--- src/rtl/apb_master_q.sv ---
// apb_master_q: queued APB4 requester.
//
// Commands arrive on a valid/ready port and are held in a DEPTH-entry FIFO.
// A three-state FSM (IDLE, SETUP, ACCESS) turns each queued command into an
// APB SETUP/ACCESS transfer. Transfers run back-to-back while the queue holds
// work. Each completed transfer produces a one-cycle response pulse carrying
// read data and error status.
//
// Optional feature: define APB_MASTER_Q_TIMEOUT_EN to add an ACCESS watchdog.
// After TIMEOUT wait cycles it aborts the transfer and reports rsp_err and
// rsp_timeout. Without the macro, rsp_timeout is tied low and ACCESS waits
// indefinitely.
//
// Ports:
//   PCLK, PRESETn          clock, asynchronous active-low reset
//   cmd_valid/cmd_ready    command handshake (cmd_ready = FIFO not full)
//   cmd_write/addr/wdata/strb/prot   command fields
//   rsp_valid/write/rdata/err/timeout  completion response (no backpressure)
//   busy, fifo_count       status
//   PSEL..PPROT, PRDATA, PREADY, PSLVERR   APB4 requester interface
module apb_master_q #(
    parameter int ADDR_W  = 32,
    parameter int DATA_W  = 32,
    parameter int DEPTH   = 4,
    parameter int TIMEOUT = 16
) (
    input  logic                       PCLK,
    input  logic                       PRESETn,
    input  logic                       cmd_valid,
    output logic                       cmd_ready,
    input  logic                       cmd_write,
    input  logic [ADDR_W-1:0]          cmd_addr,
    input  logic [DATA_W-1:0]          cmd_wdata,
    input  logic [DATA_W/8-1:0]        cmd_strb,
    input  logic [2:0]                 cmd_prot,
    output logic                       rsp_valid,
    output logic                       rsp_write,
    output logic [DATA_W-1:0]          rsp_rdata,
    output logic                       rsp_err,
    output logic                       rsp_timeout,
    output logic                       busy,
    output logic [$clog2(DEPTH):0]     fifo_count,
    output logic                       PSEL,
    output logic                       PENABLE,
    output logic                       PWRITE,
    output logic [ADDR_W-1:0]          PADDR,
    output logic [DATA_W-1:0]          PWDATA,
    output logic [DATA_W/8-1:0]        PSTRB,
    output logic [2:0]                 PPROT,
    input  logic [DATA_W-1:0]          PRDATA,
    input  logic                       PREADY,
    input  logic                       PSLVERR
);

    localparam int STRB_W = DATA_W / 8;
    localparam int PTR_W  = $clog2(DEPTH);
    localparam int CNT_W  = PTR_W + 1;

    typedef enum logic [1:0] {
        ST_IDLE   = 2'd0,
        ST_SETUP  = 2'd1,
        ST_ACCESS = 2'd2
    } state_t;

    state_t              state_r;
    state_t              next_state_s;

    logic [ADDR_W-1:0]   addr_mem_r  [DEPTH];
    logic [DATA_W-1:0]   wdata_mem_r [DEPTH];
    logic [STRB_W-1:0]   strb_mem_r  [DEPTH];
    logic [2:0]          prot_mem_r  [DEPTH];
    logic                write_mem_r [DEPTH];

    logic [PTR_W-1:0]    wr_ptr_r;
    logic [PTR_W-1:0]    rd_ptr_r;
    logic [CNT_W-1:0]    count_r;

    logic                full_s;
    logic                empty_s;
    logic                push_s;
    logic                pop_s;
    logic                done_s;
    logic                abort_s;

    assign full_s     = (count_r == CNT_W'(DEPTH));
    assign empty_s    = (count_r == CNT_W'(0));
    assign cmd_ready  = !full_s;
    assign push_s     = cmd_valid && !full_s;
    assign done_s     = (state_r == ST_ACCESS) && PREADY;
    // Every entry into SETUP consumes the FIFO head.
    assign pop_s      = (next_state_s == ST_SETUP);
    assign fifo_count = count_r;
    assign busy       = (state_r != ST_IDLE) || !empty_s;

`ifdef APB_MASTER_Q_TIMEOUT_EN
    localparam int WAIT_W = $clog2(TIMEOUT + 1);
    logic [WAIT_W-1:0]   wait_cnt_r;

    // Watchdog: cleared in SETUP (the only way into ACCESS), counts stalled ACCESS cycles.
    always_ff @(posedge PCLK or negedge PRESETn) begin
        if (!PRESETn) begin
            wait_cnt_r <= WAIT_W'(0);
        end else if (state_r == ST_SETUP) begin
            wait_cnt_r <= WAIT_W'(0);
        end else if ((state_r == ST_ACCESS) && !PREADY) begin
            wait_cnt_r <= wait_cnt_r + WAIT_W'(1);
        end else begin
            wait_cnt_r <= wait_cnt_r;
        end
    end

    // The limit is reached on the stalled cycle that would bring the count to TIMEOUT;
    // a PREADY on that cycle completes normally instead.
    assign abort_s = (state_r == ST_ACCESS) && !PREADY &&
                     (wait_cnt_r == WAIT_W'(TIMEOUT - 1));

    // Timeout flag accompanies each response pulse.
    always_ff @(posedge PCLK or negedge PRESETn) begin
        if (!PRESETn) begin
            rsp_timeout <= 1'b0;
        end else if (done_s) begin
            rsp_timeout <= 1'b0;
        end else if (abort_s) begin
            rsp_timeout <= 1'b1;
        end else begin
            rsp_timeout <= rsp_timeout;
        end
    end
`else
    assign abort_s     = 1'b0;
    assign rsp_timeout = 1'b0;
`endif

    // Command storage; contents are only meaningful between push and pop, so no reset.
    always_ff @(posedge PCLK) begin
        if (push_s) begin
            addr_mem_r[wr_ptr_r]  <= cmd_addr;
            wdata_mem_r[wr_ptr_r] <= cmd_wdata;
            strb_mem_r[wr_ptr_r]  <= cmd_strb;
            prot_mem_r[wr_ptr_r]  <= cmd_prot;
            write_mem_r[wr_ptr_r] <= cmd_write;
        end
    end

    // FIFO pointers and occupancy; pointers wrap naturally since DEPTH is a power of 2.
    always_ff @(posedge PCLK or negedge PRESETn) begin
        if (!PRESETn) begin
            wr_ptr_r <= PTR_W'(0);
            rd_ptr_r <= PTR_W'(0);
            count_r  <= CNT_W'(0);
        end else begin
            if (push_s) begin
                wr_ptr_r <= wr_ptr_r + PTR_W'(1);
            end
            if (pop_s) begin
                rd_ptr_r <= rd_ptr_r + PTR_W'(1);
            end
            case ({push_s, pop_s})
                2'b10:   count_r <= count_r + CNT_W'(1);
                2'b01:   count_r <= count_r - CNT_W'(1);
                default: count_r <= count_r;
            endcase
        end
    end

    // FSM state register.
    always_ff @(posedge PCLK or negedge PRESETn) begin
        if (!PRESETn) begin
            state_r <= ST_IDLE;
        end else begin
            state_r <= next_state_s;
        end
    end

    // FSM next-state logic.
    always_comb begin
        next_state_s = state_r;
        case (state_r)
            ST_IDLE: begin
                if (!empty_s) begin
                    next_state_s = ST_SETUP;
                end else begin
                    next_state_s = ST_IDLE;
                end
            end
            ST_SETUP: begin
                next_state_s = ST_ACCESS;
            end
            ST_ACCESS: begin
                if (done_s || abort_s) begin
                    next_state_s = empty_s ? ST_IDLE : ST_SETUP;
                end else begin
                    next_state_s = ST_ACCESS;
                end
            end
            default: begin
                next_state_s = ST_IDLE;
            end
        endcase
    end

    // APB outputs registered from the next state; address/data load from the head on SETUP entry.
    always_ff @(posedge PCLK or negedge PRESETn) begin
        if (!PRESETn) begin
            PSEL    <= 1'b0;
            PENABLE <= 1'b0;
            PWRITE  <= 1'b0;
            PADDR   <= ADDR_W'(0);
            PWDATA  <= DATA_W'(0);
            PSTRB   <= STRB_W'(0);
            PPROT   <= 3'b000;
        end else begin
            case (next_state_s)
                ST_SETUP: begin
                    PSEL    <= 1'b1;
                    PENABLE <= 1'b0;
                    PWRITE  <= write_mem_r[rd_ptr_r];
                    PADDR   <= addr_mem_r[rd_ptr_r];
                    PWDATA  <= wdata_mem_r[rd_ptr_r];
                    PSTRB   <= write_mem_r[rd_ptr_r] ? strb_mem_r[rd_ptr_r] : STRB_W'(0);
                    PPROT   <= prot_mem_r[rd_ptr_r];
                end
                ST_ACCESS: begin
                    PENABLE <= 1'b1;
                end
                default: begin
                    PSEL    <= 1'b0;
                    PENABLE <= 1'b0;
                end
            endcase
        end
    end

    // Response capture: one-cycle pulse on completion or watchdog abort; fields hold otherwise.
    always_ff @(posedge PCLK or negedge PRESETn) begin
        if (!PRESETn) begin
            rsp_valid <= 1'b0;
            rsp_write <= 1'b0;
            rsp_rdata <= DATA_W'(0);
            rsp_err   <= 1'b0;
        end else if (done_s) begin
            rsp_valid <= 1'b1;
            rsp_write <= PWRITE;
            rsp_rdata <= PWRITE ? DATA_W'(0) : PRDATA;
            rsp_err   <= PSLVERR;
        end else if (abort_s) begin
            rsp_valid <= 1'b1;
            rsp_write <= PWRITE;
            rsp_rdata <= DATA_W'(0);
            rsp_err   <= 1'b1;
        end else begin
            rsp_valid <= 1'b0;
        end
    end

endmodule

--- config.mk ---
export PLATFORM = sky130hd
export DESIGN_NAME = apb_master_q
export DESIGN_NICKNAME = d
export VERILOG_FILES = /design/src/rtl/apb_master_q.sv
export SDC_FILE = /design/constraint.sdc
export NUM_CORES = 1
export LEC_CHECK = 0
export ABC_AREA = 1
export BUFFER_PORTS_ARGS = -buffer_cell sky130_fd_sc_hd__buf_4
export CORE_ASPECT_RATIO = 1.1
export CORE_MARGIN = 2
export CORE_UTILIZATION = 57
export CTS_CLUSTER_DIAMETER = 150
export DETAILED_ROUTE_END_ITERATION = 10
export PLACE_DENSITY = 0.78
export SLEW_MARGIN = 20
export SYNTH_ARGS = -nofsm -noshare
export SYNTH_HDL_FRONTEND = slang
export SYNTH_SLANG_ARGS = --single-unit
--- constraint.sdc ---
create_clock -name PCLK -period 5.22 [get_ports PCLK]
set_input_delay 1.305 -clock PCLK [delete_from_list [all_inputs] [get_ports PCLK]]
set_output_delay 1.305 -clock PCLK [all_outputs]
set_load 0.05 [all_outputs]
# == Word-level counts from Yosys, hierarchy flattened ==
# Memories as Yosys holds them, arrays and structs flattened. A register that Yosys moved wholly into a read port is not among the register bits.
# Cells that the tools add are included.
# classes
n_addsub,4
n_lt_le_gt_ge,0
div_mod_pow,0
reduce_logical,12
mul,0
eq_ne,7
shift,0
muxes,11
bitwise_logic,0
# ops
operator,count
32-bit 2-to-1 mux,1
2-bit by 1-bit == test with 1-bit output (second input constant),3
2-bit == test (second input constant),3
2-bit one-hot mux with 3 select lines,1
3-bit one-hot mux with 2 select lines,1
1-bit logical NOT,5
1-bit 2-to-1 mux,5
2-bit by 1-bit adder with 2-bit output (second input constant),2
4-bit 2-to-1 mux,1
2-bit nonzero test,2
3-bit by 1-bit adder with 3-bit output (second input constant),1
3-bit == test (second input constant),1
3-bit logical NOT,1
3-bit by 1-bit subtractor with 3-bit output (second input constant),1
1-bit logical AND,2
2-bit logical NOT,1
2-bit 2-to-1 mux,1
1-bit one-hot mux with 2 select lines,1
1-bit logical OR,1
# totals
reg_bits,51
mem_bits_rw,288
word_cells,51
mem_count,5
romBits,0
latch_bits,0
# mem_list
memory,depth,word_bits,read_ports,rd_ports_with_merged_regs,wr,line_no,text
addr_mem_r,4,32,1,1,1,68,logic [ADDR_W-1:0] addr_mem_r [DEPTH];
wdata_mem_r,4,32,1,1,1,69,logic [DATA_W-1:0] wdata_mem_r [DEPTH];
strb_mem_r,4,4,1,0,1,70,logic [STRB_W-1:0] strb_mem_r [DEPTH];
prot_mem_r,4,3,1,1,1,71,logic [2:0] prot_mem_r [DEPTH];
write_mem_r,4,1,1,0,1,72,logic write_mem_r [DEPTH];

# == Logic depth before layout (Yosys ltp) ==
# logic_depth
ltp_word,7
ltp_mapped,13
mapped_depth_nobuf,11

# == Least setup slack after synthesis ==
# No wires, ideal clock.
# synth_timing
kind,register -> register
from,register count_r[0] (netlist: fifo_count[0])
to,"memory addr_mem_r[0][0], enable pin"
arrival_time_ps,4636
n_path_buf,0
stages_incl_launch_ff,5
required_time_ps,4717
path_slack_ps,81
cell_sequence,dfrtp_1 inv_1 nand3_1 nand2_1 nor2_1
# synth_via
elab_chain_len,5
# synth_rtl
element,line_no,text
start: declaration,76,logic [CNT_W-1:0] count_r;
start signal: assignment,159,2'b10: count_r <= count_r + CNT_W'(1);
start signal: assignment,160,2'b01: count_r <= count_r - CNT_W'(1);
start signal: assignment,161,default: count_r <= count_r;
3-bit == test,85,assign full_s = (count_r == CNT_W'(DEPTH));
1-bit logical NOT,--,
via cmd_ready,30,"output logic cmd_ready,"
1-bit logical AND,88,assign push_s = cmd_valid && !full_s;
1-bit 2-to-1 mux,136,if (push_s) begin
1-bit 2-to-1 mux (implied by the code),137,addr_mem_r[wr_ptr_r] <= cmd_addr;
end: declaration,68,
# The timed path passes the listed nets, and every way through them passes these cells.

# == Worst setup path after layout ==
# layout_timing
from,register count_r[0] (netlist: fifo_count[0])
to,output busy
# layout_via
elab_chain_len,3
# layout_rtl
element,line_no,text
3-bit logical NOT,86,assign empty_s = (count_r == CNT_W'(0));
1-bit logical NOT,--,
1-bit logical OR,93,assign busy = (state_r != ST_IDLE) || !empty_s;
end: declaration,41,"output logic busy,"
# No other way between the ends.

==> impl_metrics.py <==
metrics = {
    "finish": {
        "ff_latch_area_um2": 11600,
        "areaGrowthSynthToFinish_pct": 20.0,
        "fin_nets": 1693,
        "mostFrequentLayoutCells": "411 x nand2_1, 288 x edfxtp_1, 269 x nor2_1, 230 x buf_4, 116 x dfrtp_1",
        "fill_cells": 1874,
        "layout-drive-gt1-share_pct": 18.7,
        "layout_commonest_cell": "nand2_1",
        "multiInputGateArea_um2": 3550,
    },
    "pwr": {
        "powerDensity_nw_per_um2": 689,
        "leakage_nw": 8.06,
        "ir_drop_v": 0.000525,
    },
    "sta": {
        "setup_slack_ps": 2210,
        "setup_viol": 0,
        "skew_ps": 10.0,
        "period_share_pct": 57.6,
        "drv_slew": 0,
        "fmax_mhz": 332,
        "rsz0062_at_grt": "false",
        "min_period_ps": 3010,
        "slew_headroom_pct": 26.9,
        "worst_pin_slew_ps": 1100,
        "final.setup.tns_ps": 0,
        "hold_viol_final": 0,
        "whs_ps": 474,
    },
    "clock_tree": {
        "cts_hold_buf": 0,
        "clk_root_buffer_cell": "clkbuf_16",
        "insertion_delay_ps": 510,
        "htreeDepth": 2,
        "cts_sinks": 406,
        "cts_buffers": 40,
        "path_clk_slew_ps": 50,
        "cts_resized": 0,
        "cts_buffer_depth": 3,
        "cts_tree": "done",
        "cts_setup_buffers": 0,
    },
    "floorplanning": {
        "die_x_um": 162,
        "fp.dieArea_um2": 28900,
        "die_height_um": 178,
        "core_region_area_um2": 27000,
        "ioPinCount": 224,
        "initial_core_util_pct": 58.0,
        "rows": 63,
    },
    "critical_path": {
        "arrival_ps": 1700,
        "path_class": "reg2out",
        "crit_start": "fifo_count[0]",
        "path_cells": "inv_1 > nand3_1 > or2_2 > buf_4",
        "cp_max_fo": 3,
        "cp_top_family": "simple AND/OR/NAND/NOR gates",
        "critPathSlowestCell": "dfrtp_1",
        "end_kind": "output port",
        "path_buf_inv": 2,
        "r2r-start": "rd_ptr_r[1]",
        "worstPathRequired_ps": 3910,
        "cpPeakStageDelay_ps": 400,
        "crit_path_start_kind": "flop",
    },
    "routing": {
        "drt-total-wl_mm": 33.6,
        "drt-initial-drc-count": 1079,
        "wl_per_cell_um": 17.1,
        "drc": 0,
        "vias_per_cell": 5.25,
        "vias": 10324,
        "first_pass_iters": 5,
        "ant_nets": 0,
    },
    "global_route": {
        "antenna_found_initial": 3,
        "grt_overflow": 0,
        "grt_start_max_net_pins": 107,
        "gr-usage-all-layers_pct": 23.5,
        "grt_pass1_wl_mm": 52.8,
        "grt_pass1_vias": 10416,
    },
    "placed_design": {
        "dp_hpwl_mm": 19.7,
        "gp_congestion": 0.748,
        "dpl_worst_slack_ps": 1790,
        "portBuffers": 222,
    },
    "hold_path": {
        "hp-class": "reg2reg",
        "min-delay-start": "PSEL",
    },
    "synth": {
        "netlist_instances": 1373,
        "synthesis.area_um2": 15700,
        "yosysSeqAreaShare_pct": 74.0,
        "synth.net_count": 1488,
        "synth_cell_types": 24,
        "ys_warn_count": 0,
        "synth-edff-count": 288,
        "ys.flop_type": "edfxtp_1",
        "ys_ff_latch": 406,
        "synthArstFlopShare_pct": 29.1,
        "syn_avg_cell_area_um2": 11.4,
    },
    "flow_run": {
        "cap_viol_max_count": 0,
    },
    "status": {
        "status": "completed",
    },
}
-- kinds of logic after synthesis --
family	Yosys count	share of synthesized area (%)
compound gates	142	4.55
xor+xnor	4	0.223
fa+ha+maj	6	0.527
buf+inv	109	3.61
flops	406	74.0
other cells	1	0.0239
simple gates	705	17.1
-- metal layers --
layer	part of all wire (%)	vias to the layer above	track usage, %
li1	-	4935	-
met1	40	4909	29.4
met2	50	407	41.0
met3	6.7	73	3.76
met4	3.4	0	9.73
met5	0	-	0
-- Yosys cell counts, types with 6 or more instances --
cell      instances  share of area [%]
buf_6            13               0.93
dfrtp_1         118                 19
nand2_1         411                9.8
o21ai_1          41                1.3
o21ai_0          96                3.1
nand3_1          17               0.54
nor2_1          273                6.5
edfxtp_1        288                 55
buf_4             6               0.29
inv_1            34               0.81
clkbuf_1         17               0.41
buf_2            29               0.93
-- power breakdown --
part | leakage [nW] | switching (mW) | internal, mW
Sequential | 4.10 | 0.489 | 4.43
Combinational | 3.34 | 3.82 | 1.46
Clock | 0.613 | 1.12 | 1.65
-- final timing paths --
kind / end / slack [ps] / depth (start not counted)
worst max-delay path: busy / 2210 / 4
max in group asynchronous: PADDR[28] / 3290 / 2
worst max register to register: PADDR[24] / 2510 / 6
min in group asynchronous: PADDR[1] / 810 / 1
worst min register to register: PSEL / 470 / 2
worst min-delay path: PSEL / 470 / 2
-- registers in the layout, indices dropped and copies added (netlist names), 3 cells and up --
name and cells:
PADDR 32, strb_mem_r 16, addr_mem_r 128, fifo_count 3
prot_mem_r 12, PWDATA 32, write_mem_r 4, wdata_mem_r 128
PPROT 3, rsp_rdata 32, PSTRB 4
-- through the flow --
stage                     instance area, um2  utilization [%]  total power [mW]  cells
final                                  18800             69.6              13.0   1968
after global routing                   18800             69.6              13.7   1967
after CTS                              18800             69.4              13.0   1964
after detailed placement               17500             64.7              10.2   1892
after global placement                 17500             64.7              10.1   1892
after floorplan                        15700                -              8.77   1373
-- cell type report --
cell class / count / share of cell area, %
Antenna cell: 3 / 0.0399
Clock buffer: 58 / 6.01
Clock inverter: 14 / 0.758
Inverter: 39 / 0.825
Multi-Input combinational cell: 858 / 18.9
Sequential cell: 406 / 61.7
Tap cell: 357 / 2.37
Timing Repair Buffer: 233 / 9.44
-- worst register-to-register path, delay by kind of cell (launching register included) --
kind            cells  cell delay (ps)
flops               1             1070
buf+inv             1              780
simple gates        4              660
compound gates      1              140
No activity file was read; power rests on OpenSTA's default activity.
